File: src/rtl/stream_mux_pkg.sv
// Selection-mode encodings shared by the stream multiplexer and its arbiter.
// Any encoding other than MODE_RR and MODE_MANUAL behaves as fixed priority.
package stream_mux_pkg;

  localparam logic [1:0] MODE_MANUAL = 2'd0;
  localparam logic [1:0] MODE_FIXED  = 2'd1;
  localparam logic [1:0] MODE_RR     = 2'd2;

endpackage

File: src/rtl/rr_arbiter.sv
// Combinational N-way arbiter: purely combinational, so a grant is available in the same cycle.
// Round-robin from ptr in MODE_RR, otherwise lowest index wins. No backpressure inside the arbiter.
module rr_arbiter
  import stream_mux_pkg::*;
#(
  parameter  int N    = 4,
  localparam int SELW = $clog2(N)
) (
  input  logic [N-1:0]    req,
  input  logic [SELW-1:0] ptr,
  input  logic [1:0]      mode,
  output logic [N-1:0]    grant,
  output logic [SELW-1:0] grant_idx
);

  int   start;
  int   idx;
  logic found;

  // Walk the channels from the start index, wrapping at N rather than 2^SELW.
  always_comb begin
    grant     = '0;
    grant_idx = '0;
    found     = 1'b0;
    idx       = 0;
    start     = (mode == MODE_RR) ? int'(ptr) : 0;
    for (int k = 0; k < N; k++) begin
      idx = start + k;
      if (idx >= N) idx = idx - N;
      if (!found && req[idx]) begin
        found      = 1'b1;
        grant[idx] = 1'b1;
        grant_idx  = SELW'(idx);
      end
    end
  end

endmodule

File: src/rtl/stream_mux_rr.sv
// Registered N:1 stream mux with manual, fixed-priority and round-robin selection.
// Latency is one cycle. A stalled output word holds, and while it holds every in_ready is low.
module stream_mux_rr
  import stream_mux_pkg::*;
#(
  parameter  int N    = 4,
  parameter  int W    = 8,
  localparam int SELW = $clog2(N)
) (
  input  logic            clk,
  input  logic            rst,
  input  logic [N*W-1:0]  in_data,
  input  logic [N-1:0]    in_valid,
  output logic [N-1:0]    in_ready,
  input  logic [1:0]      mode,
  input  logic [SELW-1:0] sel,
  output logic [W-1:0]    out_data,
  output logic [SELW-1:0] out_chan,
  output logic            out_valid,
  input  logic            out_ready
);

  logic [N-1:0]    req;
  logic [N-1:0]    grant;
  logic [SELW-1:0] grant_idx;
  logic [SELW-1:0] ptr;
  logic            load;
  logic            any_grant;

  // In manual mode only the selected channel may request, so the arbiter's
  // fixed-priority path degenerates to a simple select.
  always_comb begin
    req = in_valid;
    if (mode == MODE_MANUAL) begin
      req = '0;
      if (int'(sel) < N) req[sel] = in_valid[sel];
    end
  end

  rr_arbiter #(.N(N)) u_arb (
    .req       (req),
    .ptr       (ptr),
    .mode      (mode),
    .grant     (grant),
    .grant_idx (grant_idx)
  );

  assign load      = !out_valid || out_ready;
  assign any_grant = |grant;
  assign in_ready  = (load && !rst) ? grant : '0;

  always_ff @(posedge clk) begin
    if (rst) begin
      out_valid <= 1'b0;
      out_data  <= '0;
      out_chan  <= '0;
      ptr       <= '0;
    end else if (load) begin
      if (any_grant) begin
        out_valid <= 1'b1;
        out_data  <= in_data[grant_idx*W +: W];
        out_chan  <= grant_idx;
        // Pointer tracks every transfer, whatever the mode, so switching to
        // round-robin continues from the last served channel.
        ptr       <= (grant_idx == SELW'(N-1)) ? '0 : grant_idx + SELW'(1);
      end else begin
        out_valid <= 1'b0;
      end
    end
  end

endmodule

File: config.mk
export PLATFORM = sky130hd
export DESIGN_NAME = stream_mux_rr
export DESIGN_NICKNAME = d
export VERILOG_FILES = /design/src/rtl/stream_mux_pkg.sv /design/src/rtl/rr_arbiter.sv /design/src/rtl/stream_mux_rr.sv
export SDC_FILE = /design/constraint.sdc
export NUM_CORES = 1
export LEC_CHECK = 0
export ABC_AREA = 1
export BUFFER_PORTS_ARGS = -buffer_cell sky130_fd_sc_hd__buf_2
export CELL_PAD_IN_SITES_DETAIL_PLACEMENT = 2
export CELL_PAD_IN_SITES_GLOBAL_PLACEMENT = 2
export CORE_ASPECT_RATIO = 0.6
export CORE_MARGIN = 4
export CORE_UTILIZATION = 24
export CTS_BUF_LIST = sky130_fd_sc_hd__clkbuf_16
export CTS_CLUSTER_DIAMETER = 60
export DETAILED_ROUTE_END_ITERATION = 6
export PLACE_DENSITY = 0.85
export SYNTH_ARGS = -nofsm -noshare
export SYNTH_HDL_FRONTEND = slang
export SYNTH_SLANG_ARGS = --single-unit
File: constraint.sdc
create_clock -name clk -period 2.6 [get_ports clk]
set_input_delay 0.39 -clock clk [delete_from_list [all_inputs] [get_ports clk]]
set_output_delay 0.39 -clock clk [all_outputs]
set_load 0.03 [all_outputs]
==> metrics.md <==
| Metric | Value |
|---|---|
| Mean instance size in the synthesized netlist | 5.68 um^2 |
| Longest Clk Path Bufs | 2 |
| Kind of cell adding the most delay to the critical path | simple AND/OR/NAND/NOR gates |
| Crit path from | ptr[0]$_SDFFE_PP0P_ |
| # DRC | 0 |
| Io pins | 58 |
| Tightest Pin Transition | 0.378 ns |
| Worst-case setup margin in the final layout | 0.0499 ns |
| Skew-Pair Late Insertion Delay | 0.24 ns |
| Clk sink count | 13 |
| Final cycle utilization of the critical path | 0.981 |
| Most frequent cell after synthesis | sky130_fd_sc_hd__nand2_1 |
| Flop-to-flop setup slack | 0.21 ns |
| Unrepaired setup endpoints after global routing | yes |
| Count of buffering cells on the critical path with inverters included | 2 |
| Number of pins with negative max-slew slack in the final report | 0 |
| Number of synthesized register bits | 13 |
| Clock tree from TritonCTS | built |
| Asr flop ratio synth | 0 |
| Simple-gate share of the synthesized area | 0.560 |
| Clock Pin Slew Worst Setup and Hold Paths | 0.05 ns |
| Overall track demand over capacity in global routing | 0.167 |
| Launch instance of the worst register-to-register path | ptr[0]$_SDFFE_PP0P_ |
| Total area of sequential cells | 264 um^2 |
| Hold slack | 0.383 ns |
| Via count of the first global-routing pass | 2176 |
| Part of the total power dissipated in the clock network | 0.161 |
| Setup Fix Bufs, Post-CTS | 0 |
| Fill count | 803 |
| Final-report setup violation count | 0 |
| Total routed wirelength | 6.78 mm |
| Proportion of synthesized chip area in sequential cells | 0.161 |
| Detail Route Antenna Nets | 0 |
| Syn. warnings | 0 |
| Area fraction of the dominant cell type after synthesis | 0.219 |
| Power Internal | 0.854 mW |
| CP max FO | 11 |
| Result of the run | finished clean |
| Post-layout nets | 399 |
| Number of violations of the max-capacitance limit | 0 |
| Proportion of synthesized area in mux cells | 0 |
| Path type of the worst setup path | flip-flop to output pin |
| Highest cell delay on the worst timing path | 0.39 ns |
| Via density per instance | 4.64 |
| Final hold violation count | 0 |
| Sw Share | 0.525 |
| Die Span Y | 71.5 um |
| I/O Buffers | 57 |
| Initial core utilization | 0.256 |
| Floorplan die area | 8140 um^2 |
| Xor/xnor cell area share of the yosys netlist | 0 |
| First-pass GRT wire length | 11.1 mm |
| Number of clock buffers inserted by TritonCTS | 3 |
| Fraction of the mapped netlist area in adder cells | 0.0620 |
| Minimum period implied by the final worst setup slack | 2.55 ns |
| Crit end category | output pin |
| Highest clock rate | 392 MHz |
| Critical path required time | 2.21 ns |
| Post-synth EDFFs | 0 |
| Sequential power share | 0.190 |
| Number of levels the H-tree was split into | 1 |
| Fraction of the mapped netlist area in compound gates | 0.0667 |
| Cells after Synth | 284 |
| Area growth from synthesis to final layout | 34.4% |
| Power dissipated by switching net loads | 0.942 mW |
| Worst clock skew | 0.00259 ns |
| Clock root buffer master | sky130_fd_sc_hd__clkbuf_16 |
| Critical path cell sequence | nand3_4 > buf_12 > nand3_1 > nand3_1 > nand2_2 > nand2_1 > nor2_4 > nand3_1 > a21oi_2 > buf_4 |
| Min-delay worst type | input port to flip-flop |
| Area inside the core boundary | 6300 um^2 |
| Largest family of logic cells by synthesized area | simple AND/OR/NAND/NOR gates |
| Peak VDD IR | 0.336 mV |
| DRC marker count from the first detailed-route iteration | 72 |
| Post-synthesis cell area | 1610 um^2 |
| Pre-CTS worst setup slack | -0.126 ns |
| Antenna cell count | 0 |
| Top FF cell, synth | sky130_fd_sc_hd__dfxtp_1 |
| Cell type with the highest aggregate area in the netlist | sky130_fd_sc_hd__nand2_1 |
| Standby leakage power | 1.21 nW |
| Initial antenna violation count | 0 |
| RePlAce Congestion | 0.782 |
| Max_slew headroom | 0.747 |
| Post-detailed-route wirelength per cell | 15.7 um |
| Combinational group share of total power | 0.649 |
| Synth cell types | 24 |
| Maximum number of pins on one net before global-route repair | 27 |
| Chip Width | 114 um |
| Placed wire-length estimate | 5.51 mm |
| CP most frequent cell | sky130_fd_sc_hd__nand3_1 |
| Slowest stage cell on the critical path | sky130_fd_sc_hd__dfxtp_4 |
| Share of post-route cells with drive strength above 1 | 0.303 |
| Gr ovfl total | 0 |
| Power density of the placed cells | 828 nW/um^2 |
| Crit path launch type | flip-flop |
| Startpoint of the tightest hold check path | rst |
| Leading post-synthesis cells by cell area | sky130_fd_sc_hd__nand2_1 22%, sky130_fd_sc_hd__dfxtp_1 16%, sky130_fd_sc_hd__nand3_1 9.6%, sky130_fd_sc_hd__inv_1 9.3%, sky130_fd_sc_hd__nor2_1 7.7% |
| Post-Synthesis Net Count | 335 |
| Post-synth top cells | 94 x sky130_fd_sc_hd__nand2_1, 40 x sky130_fd_sc_hd__inv_1, 33 x sky130_fd_sc_hd__nor2_1, 31 x sky130_fd_sc_hd__nand3_1, 13 x sky130_fd_sc_hd__dfxtp_1 |
| Count of vias placed by the detailed router | 1998 |
| Arrival time at the worst endpoint | 2.16 ns |
| Area of the multi-input gates | 1160 um^2 |
| Number of placement rows | 22 |
| Length of the first detailed-routing pass in iterations | 4 |
[worst register-to-register path, stage by stage, from the launching register on]
cell and delay (ns):
sky130_fd_sc_hd__dfxtp_4 0.39, sky130_fd_sc_hd__nand3_4 0.11, sky130_fd_sc_hd__buf_12 0.16, sky130_fd_sc_hd__nand3_1 0.11, sky130_fd_sc_hd__nand3_1 0.11, sky130_fd_sc_hd__nand2_2 0.20
sky130_fd_sc_hd__nand2_1 0.13, sky130_fd_sc_hd__nor2_4 0.19, sky130_fd_sc_hd__nand3_2 0.13, sky130_fd_sc_hd__nand2_4 0.25, sky130_fd_sc_hd__nor2_1 0.07, sky130_fd_sc_hd__o21ai_1 0.30
sky130_fd_sc_hd__nor2_1 0.09, sky130_fd_sc_hd__nor2_1 0.10
[stage by stage]
stage | TNS [ns] | cell area (um^2) | power (mW) | std cells | utilization
floorplan | 0 | 1610 | 1.14 | 284 | -
global placement | 0 | 2020 | 1.40 | 427 | 0.320
detailed placement | -1.24 | 2020 | 1.45 | 427 | 0.320
CTS | 0 | 2130 | 1.78 | 431 | 0.337
global route | -0.153 | 2170 | 1.96 | 431 | 0.344
finish | 0 | 2170 | 1.80 | 431 | 0.344
[cell families after synthesis]
logic type	after synthesis
and+or+nand+nor	191
buffers and inverters	52
AOI/OAI and AO/OA	20
DFF	13
adders and majority gates	8
[metal layers]
| metal | vias to the layer above | GRT usage | part of all wire |
|---|---|---|---|
| li1 | 1017 | - | - |
| met1 | 945 | 0.253 | 0.53 |
| met2 | 34 | 0.260 | 0.43 |
| met3 | 2 | 0.0228 | 0.034 |
| met4 | 0 | 0.0158 | 0.00088 |
| met5 | - | 0 | 0 |
[sequential cells by signal, indices dropped and copies added (netlist names)]
| register | flops |
|---|---|
| out_data | 8 |
| out_valid | 1 |
| out_chan | 2 |
| ptr | 2 |
[cells in the final DEF, fill, tap and decap left out, types with 8 or more instances in the layout]
| cell | count |
|---|---|
| sky130_fd_sc_hd__nand3b_1 | 8 |
| sky130_fd_sc_hd__buf_4 | 12 |
| sky130_fd_sc_hd__buf_2 | 52 |
| sky130_fd_sc_hd__nand3_1 | 30 |
| sky130_fd_sc_hd__inv_1 | 41 |
| sky130_fd_sc_hd__nand2_1 | 92 |
| sky130_fd_sc_hd__nor2_1 | 32 |
| sky130_fd_sc_hd__o21ai_1 | 8 |
| sky130_fd_sc_hd__dfxtp_1 | 12 |
[repair_timing]
action                                  CTS  global route
gates resized for setup                  11             9
pin swaps                                 0             3
endpoints found under the setup margin    6            16
hold buffers                              0             0
endpoints found under the hold margin     0             0
[worst paths after layout]
path	cells after the start	to
setup reg to reg	13	out_data[0]$_SDFFE_PP0P_
hold / removal	2	ptr[0]$_SDFFE_PP0P_
setup / recovery	10	in_ready[3]
hold reg to reg	2	out_chan[1]$_SDFFE_PP0P_
[final cells by class]
cell class | instances | area share
clock buffer | 3 | 0.0346
clock inverter | 1 | 0.00173
inverter | 44 | 0.0779
multi-input combinational | 219 | 0.536
sequential | 13 | 0.122
tap | 84 | 0.0484
timing repair buffer | 67 | 0.179
[power by group through the flow]
stage / combinational [mW] / sequential [mW] / clock, mW
after floorplan: 0.695 / 0.449 / 0
after global placement: 1.06 / 0.338 / 0
after detailed placement: 1.11 / 0.339 / 0
after CTS: 1.14 / 0.340 / 0.295
after global routing: 1.30 / 0.350 / 0.305
final: 1.17 / 0.341 / 0.289
Power figures use the tool's default switching activity.
